`config.mk`:
```
export PLATFORM = sky130hd
export DESIGN_NAME = kmp_search_ctrl
export DESIGN_NICKNAME = d
export VERILOG_FILES = /design/src/rtl/kmp_search_ctrl.sv
export SDC_FILE = /design/constraint.sdc
export NUM_CORES = 1
export LEC_CHECK = 0
export ABC_AREA = 1
export BUFFER_PORTS_ARGS = -buffer_cell sky130_fd_sc_hd__buf_2
export CAP_MARGIN = 20
export CORE_MARGIN = 5
export CORE_UTILIZATION = 55
export CTS_CLUSTER_DIAMETER = 50
export CTS_CLUSTER_SIZE = 25
export DETAILED_ROUTE_END_ITERATION = 8
export HOLD_SLACK_MARGIN = 0.1
export PLACE_DENSITY = 0.77
export SLEW_MARGIN = 20
export SYNTH_ARGS = -nofsm -noshare
export SYNTH_HDL_FRONTEND = slang
export SYNTH_SLANG_ARGS = --single-unit
```
`constraint.sdc`:
```
create_clock -name clk -period 4.3 [get_ports clk]
set_input_delay 0 -clock clk [delete_from_list [all_inputs] [get_ports clk]]
set_output_delay 0 -clock clk [all_outputs]
set_load 0.05 [all_outputs]
```
`src/rtl/kmp_search_ctrl.sv`:
```
// KMP string-search sequencer: loads the pattern from its ROM, builds the LPS table,
// then scans the text ROM once and counts overlapping matches.
module kmp_search_ctrl #(
   parameter int PAT_LEN  = 5,
   parameter int PAT_AW   = 3,
   parameter int TEXT_LEN = 11064,
   parameter int TEXT_AW  = 14,
   parameter int CNT_W    = 8
) (
   input  logic               clk,
   input  logic               rst,
   input  logic               inicio,
   input  logic [7:0]         patron,
   input  logic [7:0]         texto,
   output logic [PAT_AW-1:0]  addr_patron,
   output logic [TEXT_AW-1:0] addr_texto,
   output logic [CNT_W-1:0]   instancias,
   output logic               busy,
   output logic               done,
   output logic [3:0]         actual_state
);
   localparam int IW    = $clog2(PAT_LEN + 1);
   localparam int TW    = $clog2(TEXT_LEN + 1);
   localparam int DEPTH = 1 << IW;
   localparam logic [IW-1:0] PL   = IW'(PAT_LEN);
   localparam logic [IW-1:0] LAST = IW'(PAT_LEN - 1);
   localparam logic [IW-1:0] ONE  = IW'(1);
   localparam logic [TW-1:0] TL   = TW'(TEXT_LEN);

   typedef enum logic [3:0] {
      S_IDLE  = 4'd0,
      S_LOAD  = 4'd1,
      S_BUILD = 4'd2,
      S_FETCH = 4'd3,
      S_CMP   = 4'd4,
      S_DONE  = 4'd5
   } state_t;

   state_t state, state_nx;

   // Arrays are padded to a power of two so every index register addresses them exactly.
   logic [7:0]    pat [0:DEPTH-1];
   logic [IW-1:0] lps [0:DEPTH-1];
   logic [IW-1:0] lc, i, len, j;
   logic [TW-1:0] t, t_clamp;
   logic          char_eq;

   assign char_eq = (texto == pat[j]);

   always_ff @(posedge clk or posedge rst) begin
      if (rst) state <= S_IDLE;
      else     state <= state_nx;
   end

   always_comb begin
      state_nx = state;
      case (state)
         S_IDLE, S_DONE: if (inicio) state_nx = S_LOAD;
         S_LOAD:         if (lc == PL) state_nx = S_BUILD;
         S_BUILD:        if (i == PL) state_nx = S_FETCH;
         S_FETCH:        state_nx = (t == TL) ? S_DONE : S_CMP;
         // A mismatch with j!=0 stays here: the ROM still holds char t.
         S_CMP:          if (char_eq || (j == '0)) state_nx = S_FETCH;
         default:        state_nx = S_IDLE;
      endcase
   end

   always_ff @(posedge clk or posedge rst) begin
      if (rst) begin
         instancias <= '0;
         lc         <= '0;
         i          <= '0;
         len        <= '0;
         j          <= '0;
         t          <= '0;
         for (int k = 0; k < DEPTH; k++) begin
            pat[k] <= '0;
            lps[k] <= '0;
         end
      end else begin
         case (state)
            S_IDLE, S_DONE: begin
               if (inicio) begin
                  instancias <= '0;
                  lc         <= '0;
                  i          <= '0;
                  len        <= '0;
                  j          <= '0;
                  t          <= '0;
               end
            end
            S_LOAD: begin
               // ROM data for address lc-1 arrives while lc is presented.
               if (lc != '0) pat[lc - ONE] <= patron;
               if (lc == PL) begin
                  i      <= ONE;
                  len    <= '0;
                  lps[0] <= '0;
               end else begin
                  lc <= lc + ONE;
               end
            end
            S_BUILD: begin
               if (i != PL) begin
                  if (pat[i] == pat[len]) begin
                     lps[i] <= len + ONE;
                     len    <= len + ONE;
                     i      <= i + ONE;
                  end else if (len != '0) begin
                     len <= lps[len - ONE];
                  end else begin
                     lps[i] <= '0;
                     i      <= i + ONE;
                  end
               end
            end
            S_CMP: begin
               if (char_eq) begin
                  t <= t + TW'(1);
                  if (j == LAST) begin
                     if (instancias != '1) instancias <= instancias + CNT_W'(1);
                     j <= lps[LAST];
                  end else begin
                     j <= j + ONE;
                  end
               end else if (j != '0) begin
                  j <= lps[j - ONE];
               end else begin
                  t <= t + TW'(1);
               end
            end
            default: ;
         endcase
      end
   end

   // At t==TEXT_LEN the scan ends without a read, so the address is held in range.
   assign t_clamp      = (t < TL) ? t : (TL - TW'(1));
   assign addr_texto   = TEXT_AW'(t_clamp);
   assign addr_patron  = ((state == S_LOAD) && (lc != PL)) ? PAT_AW'(lc) : '0;
   assign busy         = (state == S_LOAD) || (state == S_BUILD) ||
                         (state == S_FETCH) || (state == S_CMP);
   assign done         = (state == S_DONE);
   assign actual_state = state;

endmodule
```
After elaboration in Yosys (flattened, before gate mapping)
Index checks and enable logic that the tools add are counted.
{"block": "totals", "reg_bits": 126, "inputBits": 19, "output_inout_bits": 31}
{"block": "classes", "addsub": 9, "magnitude_cmp": 9, "eq_ne": 28, "muxes": 59, "n_bitwise": 8, "reduce_logical": 27}
{"cell": "$mux 8", "count": 11}
{"cell": "$bmux 8 s3", "count": 3}
{"cell": "$mux 24", "count": 3}
{"cell": "$bwmux 64", "count": 1}
{"cell": "$mux 3", "count": 19}
{"cell": "$mux 14", "count": 4}
{"cell": "$pmux 14 s2", "count": 1}
{"cell": "$and 24x24->24", "count": 1}
{"cell": "$bwmux 24", "count": 1}
{"cell": "$demux 8 s3", "count": 1}
{"cell": "$ge 4x4->1 const B", "count": 6}
{"cell": "$not 24->24", "count": 1}
{"cell": "$not 3->4", "count": 6}
{"cell": "$ne 2x2->1 const B", "count": 10}
{"cell": "$pmux 4 s5", "count": 1}
{"cell": "$bmux 3 s3", "count": 2}
{"cell": "$ne 3x3->1 const B", "count": 6}
{"cell": "$pmux 3 s2", "count": 3}
{"cell": "$pmux 3 s3", "count": 2}
{"cell": "$eq 8x8->1", "count": 2}
{"cell": "$mux 4", "count": 4}
{"cell": "$pmux 8 s2", "count": 1}
{"cell": "$reduce_and 5->1", "count": 3}
{"cell": "$add 14x1->14 const B", "count": 1}
{"cell": "other kinds (23)", "count": 47}

Depth between registers and ports, before layout
{"block": "depth", "word_depth": 11, "mapped_depth": 20, "mapped_depth_nobuf": 18}

Least setup slack after synthesis
No wires, ideal clock.
{"block": "synth_timing", "path_type": "register to register", "start": "register j[0]", "end": "register instancias[3]", "t_arrival_ps": 2180, "slack_ps": 1989, "path_stages_with_launch": 12, "n_path_buf": 3, "period_less_slack_ps": 2311, "cell_sequence": "dfrtp_1 inv_2 clkbuf_1 clkbuf_1 ha_1 nand2_1 a31o_2 a21oi_1 nand2_1 clkbuf_1 nand2_1 o21ai_0"}
{"block": "synth_via", "elab_chain_cells": 7, "elab_cells_between_ends": 9}
{"element": "start: declaration", "line_no": "44", "source": "logic [IW-1:0] lc, i, len, j;"}
{"element": "start signal: assignment", "line_no": "122", "source": "j <= lps[LAST];"}
{"element": "start signal: assignment", "line_no": "124", "source": "j <= j + ONE;"}
{"element": "start signal: assignment", "line_no": "127", "source": "j <= lps[j - ONE];"}
{"element": "$not 3->4 (implied by the code)", "line_no": "48", "source": "assign char_eq = (texto == pat[j]);"}
{"element": "$bmux 8 s3", "line_no": "48"}
{"element": "$mux 8 (implied by the code) (2 in a row)", "line_no": "48"}
{"element": "$eq 8x8->1", "line_no": "48"}
{"element": "$ne 2x2->1 (no line)"}
{"element": "$reduce_and 5->1 (no line) (*)"}
{"element": "end signal: assignment", "line_no": "121", "source": "if (instancias != '1) instancias <= instancias + CNT_W'(1);"}
{"element": "end: declaration", "line_no": "17", "source": "output logic [CNT_W-1:0] instancias,"}
Mark *: on every way between the ends. The rest lies on a longest branch, timed or not. The select of a mux whose other input is x is not followed.
A chain may end at the register's enable or synchronous reset.

Worst setup path after layout
{"block": "layout_timing", "start": "register i[2]", "end": "register lps[3] (netlist bit)"}
{"block": "layout_via", "elab_chain_cells": 9, "elab_cells_between_ends": 18}
{"element": "start: declaration", "line_no": "44"}
{"element": "start signal: assignment", "line_no": "108", "source": "i <= i + ONE;"}
{"element": "start signal: assignment", "line_no": "113", "source": "i <= i + ONE;"}
{"element": "$not 3->4 (implied by the code)", "line_no": "105, 106, 112"}
{"element": "$ge 4x4->1 (implied by the code) or $lt 4x1->1 (tied branches)", "line_no": "106, 112"}
{"element": "$logic_and 1x1->1 (implied by the code)", "line_no": "106, 112"}
{"element": "$mux 3 (implied by the code)", "line_no": "106, 112"}
{"element": "$demux 3 s3", "line_no": "106, 112"}
{"element": "$not 24->24 (no line)"}
{"element": "$and 24x24->24 (no line)"}
{"element": "$mux 24", "line_no": "109", "source": "end else if (len != '0) begin"}
{"element": "$mux 24", "line_no": "105", "source": "if (pat[i] == pat[len]) begin"}
{"element": "end signal: indexed assignment", "line_no": "106", "source": "lps[i] <= len + ONE;"}
{"element": "end: declaration", "line_no": "43", "source": "logic [IW-1:0] lps [0:DEPTH-1];"}
Parallel ways exist; a longest one is shown, timed or not. The select of a mux whose other input is x is not followed.

==> results.json <==
{
  "first_global_vias": 7916,
  "grt.met1_usage_pct": 40.91,
  "syn-num-nets": 1351,
  "routed_wire_per_std_cell_um": 15.88,
  "floorplan.die.height_um": 134.8,
  "timing.final.ws_setup_ns": 0.8128,
  "tritoncts": "yes",
  "antenna_found_initial": 0,
  "yosys.area.top_type_share_pct": 36.51,
  "clock-skew-final_ns": 0.006101,
  "yosysWarnings": 0,
  "fp-row-count": 45,
  "peakVddDrop_mv": 0.4772,
  "cts_buffers": 17,
  "grt_pass1_wl_mm": 40.88,
  "max-clock-path-buffers": 2,
  "share_comb_of_total_power_pct": 44.9,
  "syn_avg_cell_area_um2": 6.505,
  "dr.first_iter.drc_count": 1078,
  "final_period_minus_worst_setup_slack_ns": 3.487,
  "coreArea_um2": 15260,
  "power-per-cell-area_nw_per_um2": 644.6,
  "die_x_um": 134.8,
  "filler_cell_count": 1402,
  "clk-insertion-delay-late_ns": 0.43,
  "synth.ff_latch_count": 125,
  "post-route-period-util_pct": 81.10,
  "slew_violations": 0,
  "numClockSinks": 125,
  "number_of_remaining_drc_errors": 0,
  "synth.yosys.seq_area_share_pct": 36.51,
  "grt_remaining_overflow": 0,
  "antenna_left": 0,
  "antennaDiodeCount": 0,
  "boundaryPins": 50,
  "post_route_cells_drive_above_1_share_pct": 9.131,
  "max_slew_margin_pct": 38.31,
  "critical_path_class": "flop to flop",
  "internal-power_mw": 3.310,
  "drv_cap": 0,
  "synth.area.top_cells": "sky130_fd_sc_hd__dfrtp_1 37%, sky130_fd_sc_hd__nand2_1 19%, sky130_fd_sc_hd__o21ai_0 10%",
  "tightest_slew_ns": 0.9253,
  "cts.clk_slew.worst_paths_ns": 0.06,
  "switching_power_mw": 2.857,
  "placed_cell_area_um2": 8857,
  "clock.fmax_mhz": 286.8,
  "critical_path.startpoint_type": "flop",
  "buffer_ports.inserted": 48,
  "synthesis.instances": 1317,
  "final.setup.tns_ns": 0,
  "setup_crit_end_kind": "flop",
  "detailedPlacementHpwl_mm": 17.03,
  "report.final.setup_viol": 0,
  "dieArea_um2": 18170,
  "switching_power_as_a_share_of_total_power_pct": 46.33,
  "first_pass_drt_iterations": 7,
  "initial_core_util_pct": 56.15,
  "post_cts_buffers": 0,
  "via_per_inst": 5.595,
  "run_status": "finished, final reports clean",
  "htreeDepth": 4,
  "hold_path_class": "primary input to flop",
  "place_ws_ns": 1.017,
  "hold_path_depth": 7,
  "stdcell_area_um2": 9567,
  "worst_ep_required_time_ns": 4.65,
  "synth_cell_types": 37,
  "busiest_layer": "met2",
  "setup_repair_after_global_routing_missed_its_margin": "false",
  "grt_start_max_net_pins": 74,
  "grt_usage_pct": 28.15,
  "finalNetCount": 1380,
  "number_of_vias_in_the_routed_layout": 8779,
  "crit_arrival_ns": 3.83,
  "clock_power_share_pct": 24.5,
  "globalplace.congestion": 0.9429,
  "synthToLayoutAreaGrowth_pct": 11.67,
  "synthDominantAreaCellType": "sky130_fd_sc_hd__dfrtp_1",
  "use_met2_pct": 41.88,
  "synthesis.area_um2": 8567,
  "power_leakage_nw": 4.928,
  "minimum_hold_slack_ns": 0.1640,
  "sequentialPowerShare_pct": 30.5,
  "rr_worst_depth": 14,
  "final_hold_viol_count": 0,
  "gr-usage-met3_pct": 6.148,
  "critPathMaxFanout": 21,
  "totalWireLength_mm": 24.92,
  "cts_root_buf": "sky130_fd_sc_hd__clkbuf_16"
}
## area by class of cell
cell class / count / area [µm²] / area share, %
Multi-Input combinational cell: 979 / 4559 / 47.66
Timing Repair Buffer: 67 / 405.4 / 4.238
Clock buffer: 17 / 425.4 / 4.447
Inverter: 156 / 590.6 / 6.173
Clock inverter: 14 / 193.9 / 2.027
Tap cell: 211 / 264.0 / 2.760
Sequential cell: 125 / 3128 / 32.70
## timing repair
| action | in CTS | in global routing |
|---|---|---|
| hold buffers | 9 | 0 |
| resized for setup | 0 | 0 |
| hold endpoints to repair | 136 | 0 |
## registers in the layout, summed over array words and instances, names as in the netlist
signal and flops:
j 3, instancias 8, lps 24, t 14, actual_state 3, lc 3, i 3, pat 64
len 3
## worst max-delay path: stages, from the launching register on
cell and delay [ns]:
sky130_fd_sc_hd__dfrtp_1 0.84, sky130_fd_sc_hd__inv_1 0.41, sky130_fd_sc_hd__nand3_1 0.32, sky130_fd_sc_hd__o21ai_1 0.11
sky130_fd_sc_hd__nor2_1 0.19, sky130_fd_sc_hd__nand3_1 0.12, sky130_fd_sc_hd__nand2_1 0.08, sky130_fd_sc_hd__nand2_1 0.06
sky130_fd_sc_hd__nor2_2 0.19, sky130_fd_sc_hd__nand2_2 0.22, sky130_fd_sc_hd__nand2_2 0.15, sky130_fd_sc_hd__nand2_2 0.21
sky130_fd_sc_hd__nor2_1 0.32, sky130_fd_sc_hd__nand2_1 0.09, sky130_fd_sc_hd__o21ai_0 0.09
## power groups by stage
stage          Combinational [mW]  Clock [mW]  Sequential, mW
3_3_place_gp                 2.64           0            1.87
6_report                     2.77        1.51            1.88
5_1_grt                      3.16        1.58            1.92
2_1_floorplan                2.19           0            1.77
4_1_cts                      2.73        1.52            1.86
3_5_place_dp                 2.69           0            1.87
## Yosys cell counts (all sizes together)
cell type	n
nand2	436
o21ai	209
inv	155
dfrtp	125
nand3	121
nor2	84
a21oi	47
buf	36
clkbuf	21
ha	15
nand4	15
nor3	10
o211ai	6
or2	6
xor2	6
nand3b	5
xnor2	5
nor4	3
o32ai	3
o21bai	2
a221oi	1
a31o	1
a31oi	1
clkinv	1
conb	1
o22ai	1
o311ai	1
## kinds of logic after synthesis
family	Yosys count	share of synthesized area [%]
XOR/XNOR	11	1.125
other	1	0.04377
flip-flops	125	36.51
adder cells (fa/ha/maj)	15	2.191
AO/OA/AOI/OAI	272	16.42
AND/OR/NAND/NOR	680	33.45
buffers and inverters	213	10.27
## placed cells by master (no fill, tap or decap), drive strengths merged
cell type / instances
a21oi: 47
a221oi: 1
a31o: 1
a31oi: 1
buf: 58
bufinv: 4
clkbuf: 17
clkinv: 7
clkinvlp: 2
conb: 1
dfrtp: 125
dlygate4sd3: 9
ha: 15
inv: 157
nand2: 436
nand3: 121
nand3b: 5
nand4: 15
nor2: 84
nor3: 10
nor4: 3
o211ai: 6
o21ai: 209
o21bai: 2
o22ai: 1
o311ai: 1
o32ai: 3
or2: 6
xnor2: 5
xor2: 6
## metrics by stage
| step | util (%) | instances | total power [mW] |
|---|---|---|---|
| final | 62.70 | 1569 | 6.167 |
| after floorplan | - | 1317 | 3.961 |
| after global routing | 62.70 | 1569 | 6.664 |
| after detailed placement | 58.05 | 1529 | 4.568 |
| after CTS | 62.70 | 1569 | 6.117 |
| after global placement | 58.05 | 1529 | 4.513 |
## layer usage
layer | vias to the layer above | wire length (µm)
li1 | 4312 | -
met1 | 3983 | 11010
met2 | 424 | 10820
met3 | 60 | 2372
met4 | 0 | 725
met5 | - | 0
## path summary, 6_finish.rpt
kind	end	startpoint	slack (ns)
worst max register to register	lps[3]	i[2]	0.81
worst max-delay path	lps[3]	i[2]	0.81
max in group asynchronous	lps[20]	rst	2.76
min in group asynchronous	pat[46]	rst	0.28
worst min-delay path	j[2]	texto[5]	0.16
worst min register to register	pat[10]	pat[10]	0.49
(Power assumes the default switching activity.)
